File: src/rtl/multicycle_control_if.sv
// Control bundle between the multicycle controller (master) and the datapath (slave).
interface multicycle_control_if #(
   parameter int unsigned ALUOP_W = 4,
   parameter int unsigned OPC_W   = 6
);
   logic [OPC_W-1:0]   opcode;
   logic [4:0]         branch_type;
   logic               mem_ready;
   logic               pc_write;
   logic               ir_write;
   logic               iord;
   logic               memread;
   logic               memwrite;
   logic               memtoreg;
   logic               regdst;
   logic               regwrite;
   logic               alusrc_a;
   logic               branch;
   logic               jump;
   logic               link;
   logic               instr_done;
   logic [1:0]         alusrc_b;
   logic [ALUOP_W-1:0] aluop;
   logic [2:0]         state;

   modport master (
      input  opcode, branch_type, mem_ready,
      output pc_write, ir_write, iord, memread, memwrite, memtoreg, regdst,
             regwrite, alusrc_a, branch, jump, link, instr_done,
             alusrc_b, aluop, state
   );

   modport slave (
      output opcode, branch_type, mem_ready,
      input  pc_write, ir_write, iord, memread, memwrite, memtoreg, regdst,
             regwrite, alusrc_a, branch, jump, link, instr_done,
             alusrc_b, aluop, state
   );
endinterface

File: src/rtl/multicycle_control.sv
// Multicycle MIPS-subset control FSM: FETCH/DECODE/EXEC/MEM/WB with memory wait handshake.
// Strobes are decoded from state plus the opcode latched in DECODE (live opcode while in DECODE).
module multicycle_control #(
   parameter int unsigned ALUOP_W = 4,
   parameter int unsigned OPC_W   = 6
) (
   input  logic                 clk,
   input  logic                 rst_n,
   multicycle_control_if.master bus
);

   typedef enum logic [2:0] {
      S_FETCH  = 3'd0,
      S_DECODE = 3'd1,
      S_EXEC   = 3'd2,
      S_MEM    = 3'd3,
      S_WB     = 3'd4
   } state_t;

   localparam logic [OPC_W-1:0] OP_RTYPE  = OPC_W'(6'b000000);
   localparam logic [OPC_W-1:0] OP_REGIMM = OPC_W'(6'b000001);
   localparam logic [OPC_W-1:0] OP_J      = OPC_W'(6'b000010);
   localparam logic [OPC_W-1:0] OP_JAL    = OPC_W'(6'b000011);
   localparam logic [OPC_W-1:0] OP_BEQ    = OPC_W'(6'b000100);
   localparam logic [OPC_W-1:0] OP_BNE    = OPC_W'(6'b000101);
   localparam logic [OPC_W-1:0] OP_ADDIU  = OPC_W'(6'b001001);
   localparam logic [OPC_W-1:0] OP_LW     = OPC_W'(6'b100011);
   localparam logic [OPC_W-1:0] OP_SW     = OPC_W'(6'b101011);

   localparam logic [1:0] ALU_ADD   = 2'd0;
   localparam logic [1:0] ALU_SUB   = 2'd1;
   localparam logic [1:0] ALU_FUNCT = 2'd2;
   localparam logic [1:0] ALU_CMPZ  = 2'd3;

   state_t           r_state;
   logic [OPC_W-1:0] r_opc;
   logic [4:0]       r_bt;
   logic             r_done;

   state_t     w_next;
   logic       w_pc_write, w_ir_write, w_iord, w_memread, w_memwrite;
   logic       w_memtoreg, w_regdst, w_regwrite, w_alusrc_a, w_branch;
   logic       w_jump, w_link;
   logic [1:0] w_alusrc_b;
   logic [1:0] w_aluop;
   logic       w_live_exec;
   logic       w_bt_legal;
   logic       w_into_fetch;

   assign w_live_exec = (bus.opcode == OP_RTYPE) || (bus.opcode == OP_ADDIU) ||
                        (bus.opcode == OP_LW)    || (bus.opcode == OP_SW)    ||
                        (bus.opcode == OP_BEQ)   || (bus.opcode == OP_BNE)   ||
                        (bus.opcode == OP_REGIMM);

   assign w_bt_legal = (r_bt == 5'b00000) || (r_bt == 5'b00001) ||
                       (r_bt == 5'b10000) || (r_bt == 5'b10001);

   // Next state and raw strobes; illegal state codes fall through to all-zero and FETCH.
   always_comb begin
      w_next     = S_FETCH;
      w_pc_write = 1'b0;
      w_ir_write = 1'b0;
      w_iord     = 1'b0;
      w_memread  = 1'b0;
      w_memwrite = 1'b0;
      w_memtoreg = 1'b0;
      w_regdst   = 1'b0;
      w_regwrite = 1'b0;
      w_alusrc_a = 1'b0;
      w_branch   = 1'b0;
      w_jump     = 1'b0;
      w_link     = 1'b0;
      w_alusrc_b = 2'b00;
      w_aluop    = ALU_ADD;
      case (r_state)
         S_FETCH: begin
            w_memread  = 1'b1;
            w_alusrc_b = 2'b01;
            if (bus.mem_ready) begin
               w_ir_write = 1'b1;
               w_pc_write = 1'b1;
               w_next     = S_DECODE;
            end else begin
               w_next = S_FETCH;
            end
         end
         S_DECODE: begin
            if (bus.opcode == OP_J) begin
               w_jump     = 1'b1;
               w_pc_write = 1'b1;
            end else if (bus.opcode == OP_JAL) begin
               w_jump     = 1'b1;
               w_pc_write = 1'b1;
               w_link     = 1'b1;
               w_regwrite = 1'b1;
            end else if (w_live_exec) begin
               w_next = S_EXEC;
            end
         end
         S_EXEC: begin
            if (r_opc == OP_RTYPE) begin
               w_alusrc_a = 1'b1;
               w_aluop    = ALU_FUNCT;
               w_next     = S_WB;
            end else if ((r_opc == OP_ADDIU) || (r_opc == OP_LW) || (r_opc == OP_SW)) begin
               w_alusrc_a = 1'b1;
               w_alusrc_b = 2'b10;
               w_next     = (r_opc == OP_ADDIU) ? S_WB : S_MEM;
            end else if ((r_opc == OP_BEQ) || (r_opc == OP_BNE)) begin
               w_alusrc_a = 1'b1;
               w_aluop    = ALU_SUB;
               w_branch   = 1'b1;
            end else if (r_opc == OP_REGIMM) begin
               w_alusrc_a = 1'b1;
               w_aluop    = ALU_CMPZ;
               w_branch   = w_bt_legal;
               w_link     = w_bt_legal & r_bt[4];
               w_regwrite = w_bt_legal & r_bt[4];
            end
         end
         S_MEM: begin
            w_iord     = 1'b1;
            w_memread  = (r_opc == OP_LW);
            w_memwrite = (r_opc == OP_SW);
            if (!bus.mem_ready)         w_next = S_MEM;
            else if (r_opc == OP_LW)    w_next = S_WB;
            else                        w_next = S_FETCH;
         end
         S_WB: begin
            w_regwrite = 1'b1;
            w_regdst   = (r_opc == OP_RTYPE);
            w_memtoreg = (r_opc == OP_LW);
         end
         default: w_next = S_FETCH;
      endcase
   end

   assign w_into_fetch = (w_next == S_FETCH) &&
                         ((r_state == S_DECODE) || (r_state == S_EXEC) ||
                          (r_state == S_MEM)    || (r_state == S_WB));

   always_ff @(posedge clk or negedge rst_n) begin
      if (!rst_n) begin
         r_state <= S_FETCH;
         r_opc   <= '0;
         r_bt    <= '0;
         r_done  <= 1'b0;
      end else begin
         r_state <= w_next;
         r_done  <= w_into_fetch;
         if (r_state == S_DECODE) begin
            r_opc <= bus.opcode;
            r_bt  <= bus.branch_type;
         end
      end
   end

   // Reset gates every strobe directly so an aborted instruction cannot emit a write.
   assign bus.pc_write   = rst_n & w_pc_write;
   assign bus.ir_write   = rst_n & w_ir_write;
   assign bus.iord       = rst_n & w_iord;
   assign bus.memread    = rst_n & w_memread;
   assign bus.memwrite   = rst_n & w_memwrite;
   assign bus.memtoreg   = rst_n & w_memtoreg;
   assign bus.regdst     = rst_n & w_regdst;
   assign bus.regwrite   = rst_n & w_regwrite;
   assign bus.alusrc_a   = rst_n & w_alusrc_a;
   assign bus.branch     = rst_n & w_branch;
   assign bus.jump       = rst_n & w_jump;
   assign bus.link       = rst_n & w_link;
   assign bus.instr_done = rst_n & r_done;
   assign bus.alusrc_b   = rst_n ? w_alusrc_b : 2'b00;
   assign bus.aluop      = rst_n ? ALUOP_W'(w_aluop) : '0;
   assign bus.state      = 3'(r_state);

endmodule

File: src/flat_wrapper.sv
// flat-port wrapper written by rule: the top's interface ports become plain ports
module multicycle_control_flat 
#(
   parameter int unsigned ALUOP_W = 4,
   parameter int unsigned OPC_W   = 6
)
  (clk, rst_n, bus_opcode, bus_branch_type, bus_mem_ready, bus_pc_write, bus_ir_write, bus_iord, bus_memread, bus_memwrite, bus_memtoreg, bus_regdst, bus_regwrite, bus_alusrc_a, bus_branch, bus_jump, bus_link, bus_instr_done, bus_alusrc_b, bus_aluop, bus_state);
  multicycle_control_if #(.ALUOP_W(ALUOP_W), .OPC_W(OPC_W)) bus_i ();
  input  logic clk;
  input  logic rst_n;
  input wire logic [$bits(bus_i.opcode)-1:0] bus_opcode;
  input wire logic [$bits(bus_i.branch_type)-1:0] bus_branch_type;
  input wire logic [$bits(bus_i.mem_ready)-1:0] bus_mem_ready;
  output wire logic [$bits(bus_i.pc_write)-1:0] bus_pc_write;
  output wire logic [$bits(bus_i.ir_write)-1:0] bus_ir_write;
  output wire logic [$bits(bus_i.iord)-1:0] bus_iord;
  output wire logic [$bits(bus_i.memread)-1:0] bus_memread;
  output wire logic [$bits(bus_i.memwrite)-1:0] bus_memwrite;
  output wire logic [$bits(bus_i.memtoreg)-1:0] bus_memtoreg;
  output wire logic [$bits(bus_i.regdst)-1:0] bus_regdst;
  output wire logic [$bits(bus_i.regwrite)-1:0] bus_regwrite;
  output wire logic [$bits(bus_i.alusrc_a)-1:0] bus_alusrc_a;
  output wire logic [$bits(bus_i.branch)-1:0] bus_branch;
  output wire logic [$bits(bus_i.jump)-1:0] bus_jump;
  output wire logic [$bits(bus_i.link)-1:0] bus_link;
  output wire logic [$bits(bus_i.instr_done)-1:0] bus_instr_done;
  output wire logic [$bits(bus_i.alusrc_b)-1:0] bus_alusrc_b;
  output wire logic [$bits(bus_i.aluop)-1:0] bus_aluop;
  output wire logic [$bits(bus_i.state)-1:0] bus_state;
  assign bus_i.opcode = bus_opcode;
  assign bus_i.branch_type = bus_branch_type;
  assign bus_i.mem_ready = bus_mem_ready;
  assign bus_pc_write = bus_i.pc_write;
  assign bus_ir_write = bus_i.ir_write;
  assign bus_iord = bus_i.iord;
  assign bus_memread = bus_i.memread;
  assign bus_memwrite = bus_i.memwrite;
  assign bus_memtoreg = bus_i.memtoreg;
  assign bus_regdst = bus_i.regdst;
  assign bus_regwrite = bus_i.regwrite;
  assign bus_alusrc_a = bus_i.alusrc_a;
  assign bus_branch = bus_i.branch;
  assign bus_jump = bus_i.jump;
  assign bus_link = bus_i.link;
  assign bus_instr_done = bus_i.instr_done;
  assign bus_alusrc_b = bus_i.alusrc_b;
  assign bus_aluop = bus_i.aluop;
  assign bus_state = bus_i.state;
  multicycle_control #(.ALUOP_W(ALUOP_W), .OPC_W(OPC_W)) u_core (.clk(clk), .rst_n(rst_n), .bus(bus_i));
endmodule
File: config.mk
export PLATFORM = sky130hd
export DESIGN_NAME = multicycle_control_flat
export DESIGN_NICKNAME = d
export VERILOG_FILES = /design/src/rtl/multicycle_control_if.sv /design/src/rtl/multicycle_control.sv /design/src/flat_wrapper.sv
export SDC_FILE = /design/constraint.sdc
export NUM_CORES = 1
export LEC_CHECK = 0
export ABC_AREA = 1
export CAP_MARGIN = 20
export CORE_MARGIN = 1
export CORE_UTILIZATION = 30
export CTS_CLUSTER_SIZE = 40
export DETAILED_ROUTE_END_ITERATION = 8
export MAX_ROUTING_LAYER = met4
export PLACE_DENSITY = 0.6
export SLEW_MARGIN = 20
export SYNTH_ARGS = -nofsm -noshare
export SYNTH_HDL_FRONTEND = slang
export SYNTH_SLANG_ARGS = --single-unit
File: constraint.sdc
create_clock -name clk -period 1.9 [get_ports clk]
set_clock_uncertainty 0.15 [all_clocks]
set_input_delay 0.285 -clock clk [delete_from_list [all_inputs] [get_ports clk]]
set_output_delay 0.285 -clock clk [all_outputs]
set_load 0.01 [all_outputs]
======== After elaboration in Yosys (flattened, before gate mapping) ========
Index checks and enable logic that the tools add are counted.
word-level totals
  flip-flop bits (word level) ............. 15
  latch bits .............................. 0
  memory bits (writable) .................. 0
  bits in read-only memories .............. 0
  input bits .............................. 14
  output and inout port bits .............. 22
  word-level logic and storage cells ...... 108
  memories ................................ 0
cells by class
  add/subtract/negate cells ............... 0
  multiply operators ...................... 0
  divide/modulo/power cells ............... 0
  order comparisons ....................... 0
  equality and inequality tests ........... 21
  shifts and indexed selects .............. 0
  muxes and demuxes ....................... 48
  bitwise gates (word level) .............. 14
  reductions and logical operators ........ 21
operators with widths
  cell                  number
  $mux W1               25
  $eq A6 B3 Y1 const B  4
  $eq A6 B6 Y1 const B  4
  $mux W3               7
  $mux W2               10
  $logic_or A1 B1 Y1    15
  $and A1 B1 Y1         14
  $eq A6 B1 Y1 const B  2
  $eq A6 B2 Y1 const B  2
  $eq A6 B4 Y1 const B  2
  $logic_not A6 Y1      2
  $pmux W3 S4           1
  $eq A5 B5 Y1 const B  2
  $eq A3 B2 Y1 const B  2
  $logic_not A3 Y1      2
  $pmux W1 S2           3
  $eq A5 B1 Y1 const B  1
  $logic_not A5 Y1      1
  $pmux W2 S2           1
  $eq A3 B1 Y1 const B  1
  $eq A3 B3 Y1 const B  1
  $pmux W1 S3           1
  $logic_and A1 B1 Y1   1

======== Longest topological paths before layout ========
  word-level depth ........................ 13
  depth in mapped cells ................... 9
  depth with buffers taken out ............ 9

======== Least setup slack after synthesis ========
Ideal clock, no wire load.
  path kind ............................... reg2out
  start point ............................. reg u_core.r_state[0] (netlist: u_core.bus.state[0])
  end point ............................... out bus_pc_write
  arrival time ............................ 1.240 ns
  setup slack ............................. 0.225 ns
  cell stages (with the launch flop) ...... 5
  buffers on the path ..................... 0
  cell sequence ........................... dfrtp_1 nor2_1 nand2_1 nor3_1 or2_1
on the way
  longest elaborated chain between the ends .. 3
  elaborated cells between the ends (all ways) .. 4
  those cells by class .................... eq/ne: 1; mux: 1; bitwise: 1; reduce/logical: 1
RTL lines
  what                                                     line                       source
  from (decl)                                              multicycle_control.sv:35   state_t r_state;
  from (signal assigned)                                   multicycle_control.sv:149  r_state <= w_next;
  $eq A3 B1 Y1 / $logic_not A3 Y1 (equally long branches)  multicycle_control.sv:75   case (r_state)
  $pmux W1 S2 *                                            multicycle_control.sv:75
  $and A1 B1 Y1 *                                          multicycle_control.sv:159  assign bus.pc_write = rst_n & w_pc_write;
  to (decl)                                                flat_wrapper.sv:14         output wire logic [$bits(bus_i.pc_write)-1:0] bus_pc_write;
Mark *: on every way between the ends. The rest lies on a longest branch, timed or not.

======== Worst setup path after layout ========
  start point ............................. reg u_core.r_state[2] (netlist: u_core.bus.state[2])
  end point ............................... out bus_link
on the way
  longest elaborated chain between the ends .. 3
  elaborated cells between the ends (all ways) .. 4
  those cells by class .................... eq/ne: 2; mux: 1; bitwise: 1
RTL lines
  what                                                 line                       source
  $eq A3 B2 Y1 / $eq A3 B1 Y1 (equally long branches)  multicycle_control.sv:75
  $pmux W1 S2 *                                        multicycle_control.sv:75
  $and A1 B1 Y1 *                                      multicycle_control.sv:170  assign bus.link = rst_n & w_link;
  to (decl)                                            flat_wrapper.sv:25         output wire logic [$bits(bus_i.link)-1:0] bus_link;
Marked as above.

==> impl_metrics.ini <==
[worst_setup_path]
critical_path_peak_fanout = 3
end_kind = primary output
worst-r2r-setup-slack_ns = -0.04
cp.required_ns = 1.46
crit_path_start_kind = flip-flop
cp.arrival_ns = 1.58
critical_path.cell_chain = inv_2 -> buf_4 -> nand3_1 -> nor2_4 -> nand3_2 -> a21oi_2 -> buf_2
cpMaxStageDelayCell = sky130_fd_sc_hd__dfrtp_2
critical_path_class = reg -> out
largest_stage_delay_on_the_critical_path_ns = 0.45

[grt]
grt-busiest-layer = met2
globalRouteMet2Util_pct = 41.1
first_pass_grt_wire_length_um = 5830
grt_start_max_net_pins = 10
grt_util_met1_pct = 26.1
groute.usage.overall_pct = 23.4
met3_usage_pct = 2.84
globalRouteOverflowTotal = 0
grt_pass1_vias = 1349
grt_antenna_before_repair = 0

[routing]
viasPerCell = 4.57
routedWlPerCell_um = 13.0
via_count = 1329
ant_nets = 0
detail_route.first_pass.iterations = 4
post-route-drc-count = 0
initialDrtViolationCount = 29
finalWirelength_um = 3780

[placed_design]
dp_hpwl_um = 2510
port_buffers = 32
place.gp.congestion = 0.841
detailedPlace.worstSlack_ns = -0.459

[pwr]
power_density_nw_per_um2 = 563
netSwitchingPower_uw = 423
cell_internal_pwr_uw = 745
combinationalPowerShare_pct = 46.3
switching_share_pct = 36.2
vdd_drop_max_v = 0.000313
power_frac_clock_pct = 19.7
total_leakage_power_nw = 1.07
sequentialPowerShare_pct = 34.0

[cells_and_area]
areaGrowthSynthToFinish_pct = 109
final_layout_size_suffix_gt1_share_pct = 55.5
fillCellCount = 268
finalNetCount = 262
inserted_diodes = 0
postLayoutCoreUtil_pct = 66.9

[synth]
synthMuxAreaShare_pct = 0
synth_edf_count = 0
synthSimpleGateAreaFrac_pct = 44.3
seq_area_frac_synth_pct = 35.2
synth_top_cell_area_share_pct = 35.2
async_flop_share_pct = 100
synth_top_cells_by_area = sky130_fd_sc_hd__dfrtp_1 35%, sky130_fd_sc_hd__nand2_1 15%, sky130_fd_sc_hd__nor2_1 7.5%
netlist.top_cell.by_area = sky130_fd_sc_hd__dfrtp_1
synthesis.area_per_instance_sq_um = 6.81
synthXorXnorAreaFrac_pct = 0.881
combinational_family_with_the_most_area_after_synthesis = simple AND/OR/NAND/NOR gates
synth_most_common_cell = sky130_fd_sc_hd__nand2_1
post_synth_most_frequent_cells = 39 x sky130_fd_sc_hd__nand2_1, 20 x sky130_fd_sc_hd__nor2_1, 16 x sky130_fd_sc_hd__inv_1
synth_cells = 146
synth_flop_cell = sky130_fd_sc_hd__dfrtp_1
synth_adder_area_share_pct = 0
syn-cell-area_sq_um = 995
ys_seq_elements = 14
yosysUniqueCellTypes = 26
synth_compound_gate_area_share_pct = 8.18
synth-warning-count = 0

[floorplanning]
floorplan.die.height_um = 59.6
core-area_sq_um = 3100
total_die_area_sq_um = 3550
num_io_pins = 36
std_cell_rows = 20
start_util_pct = 32.1
die_w_um = 59.6

[cts]
ctsHtreeMaxLevel = 1
cts.clk_slew.worst_paths_ns = 0.09
cts_made_buffers = 3
number_of_clock_sinks = 14
clk_latency_ns = 0.30
cts.hold.buffers_added = 0
clk_path_buf_depth = 2
tritoncts = yes
clk_root_buffer_cell = sky130_fd_sc_hd__clkbuf_4

[sta]
finalCriticalPeriod_ns = 2.02
post-route-period-util_pct = 106
setup_viol = 12
maxSlewViolCount = 0
max_freq_mhz = 496
timing.final.hold_violations = 0
timing.final.ws_setup_ns = -0.118
rsz0062_at_grt = true

[job]
max-cap-violations = 0

[hold_path]
hp-class = in -> async

[status]
run_status = finished, violations left
violated_checks = setup timing
-- per-stage QoR --
step	power (mW)	hold slack, ns	setup TNS (ns)	cell area [sq um]	instances
2_1_floorplan	0.555	-0.161	0	998	147
3_3_place_gp	0.761	0.314	-4.23	1680	264
3_5_place_dp	0.770	0.321	-4.75	1680	264
4_1_cts	1.06	0.275	-0.336	1890	285
5_1_grt	1.24	0.308	-1.92	2070	291
6_report	1.17	0.297	-0.841	2070	291
-- sequential cells by signal, indices dropped and copies added (netlist names) --
register	cells
u_core.bus.state	3
u_core.r_done	1
u_core.r_opc	6
u_core.r_bt	4
-- cell families (layout without fill, tap and decap cells) --
family,Yosys count,after routing
other,1,2
AO/OA/AOI/OAI,15,15
AND/OR/NAND/NOR,90,90
buffers and inverters,25,125
flip-flops,14,14
XOR/XNOR,1,1
-- critical path, delay by kind of cell, from the launching register on --
family,cells,cell delay [ns]
DFF,1,0.45
buffers and inverters,3,0.36
and+or+nand+nor,3,0.33
AOI/OAI and AO/OA,1,0.14
-- cell type report --
class / count / area, sq um / area share (%)
timing repair buffer: 100 / 810 / 39.0
multi-input combinational: 108 / 734 / 35.4
sequential: 14 / 355 / 17.1
inverter: 21 / 83.8 / 4.04
tap: 44 / 55.1 / 2.65
clock buffer: 4 / 36.3 / 1.75
-- worst paths after layout --
kind | start | endpoint | cells after the start
min in group clk | u_core.r_bt[3] | u_core.r_bt[3] | 2
max | u_core.bus.state[2] | bus_link | 7
max reg2reg | u_core.r_opc[2] | u_core.r_done | 14
max in group asynchronous | rst_n | u_core.bus.state[0] | 4
min reg2reg | u_core.r_bt[3] | u_core.r_bt[3] | 2
min | rst_n | u_core.bus.state[2] | 3
-- repair_timing --
item,CTS,global route
pin swaps,11,22
gates resized for setup,90,43
setup buffers,17,7
setup endpoints to repair,17,18
-- layout by cell type, fill, tap and decap left out, types with 4 or more instances in the layout --
| cell type | synthesis | layout |
|---|---|---|
| sky130_fd_sc_hd__nand3_2 | 5 | 4 |
| sky130_fd_sc_hd__nor2_1 | 20 | 12 |
| sky130_fd_sc_hd__nand2_1 | 39 | 31 |
| sky130_fd_sc_hd__o21ai_0 | 4 | 4 |
| sky130_fd_sc_hd__nand3_4 | 0 | 5 |
| sky130_fd_sc_hd__inv_1 | 16 | 15 |
| sky130_fd_sc_hd__o21ai_1 | 5 | 4 |
| sky130_fd_sc_hd__dfrtp_1 | 14 | 10 |
| sky130_fd_sc_hd__nand3_1 | 9 | 5 |
| sky130_fd_sc_hd__clkdlybuf4s50_1 | 0 | 14 |
| sky130_fd_sc_hd__inv_2 | 5 | 4 |
| sky130_fd_sc_hd__nor2_4 | 1 | 11 |
| sky130_fd_sc_hd__buf_2 | 1 | 14 |
| sky130_fd_sc_hd__dfrtp_2 | 0 | 4 |
| sky130_fd_sc_hd__buf_4 | 2 | 56 |
| sky130_fd_sc_hd__nand2_2 | 0 | 5 |
| sky130_fd_sc_hd__buf_6 | 1 | 14 |
-- layer usage --
layer / routed length, um / vias to the layer above / part of all wire (%)
met5: 0 / - / 0
met1: 1510 / 624 / 40
met4: 142 / 0 / 3.8
met2: 2060 / 27 / 54
li1: - / 663 / -
met3: 73 / 15 / 1.9
-- power by group through the flow --
stage          clock network, mW  logic [mW]  registers [mW]
2_1_floorplan                  0       0.167           0.388
3_3_place_gp                   0       0.373           0.388
3_5_place_dp                   0       0.380           0.390
4_1_cts                    0.226       0.443           0.391
5_1_grt                    0.247       0.587           0.404
6_report                   0.230       0.541           0.398
No activity file was read; power rests on OpenSTA's default activity.
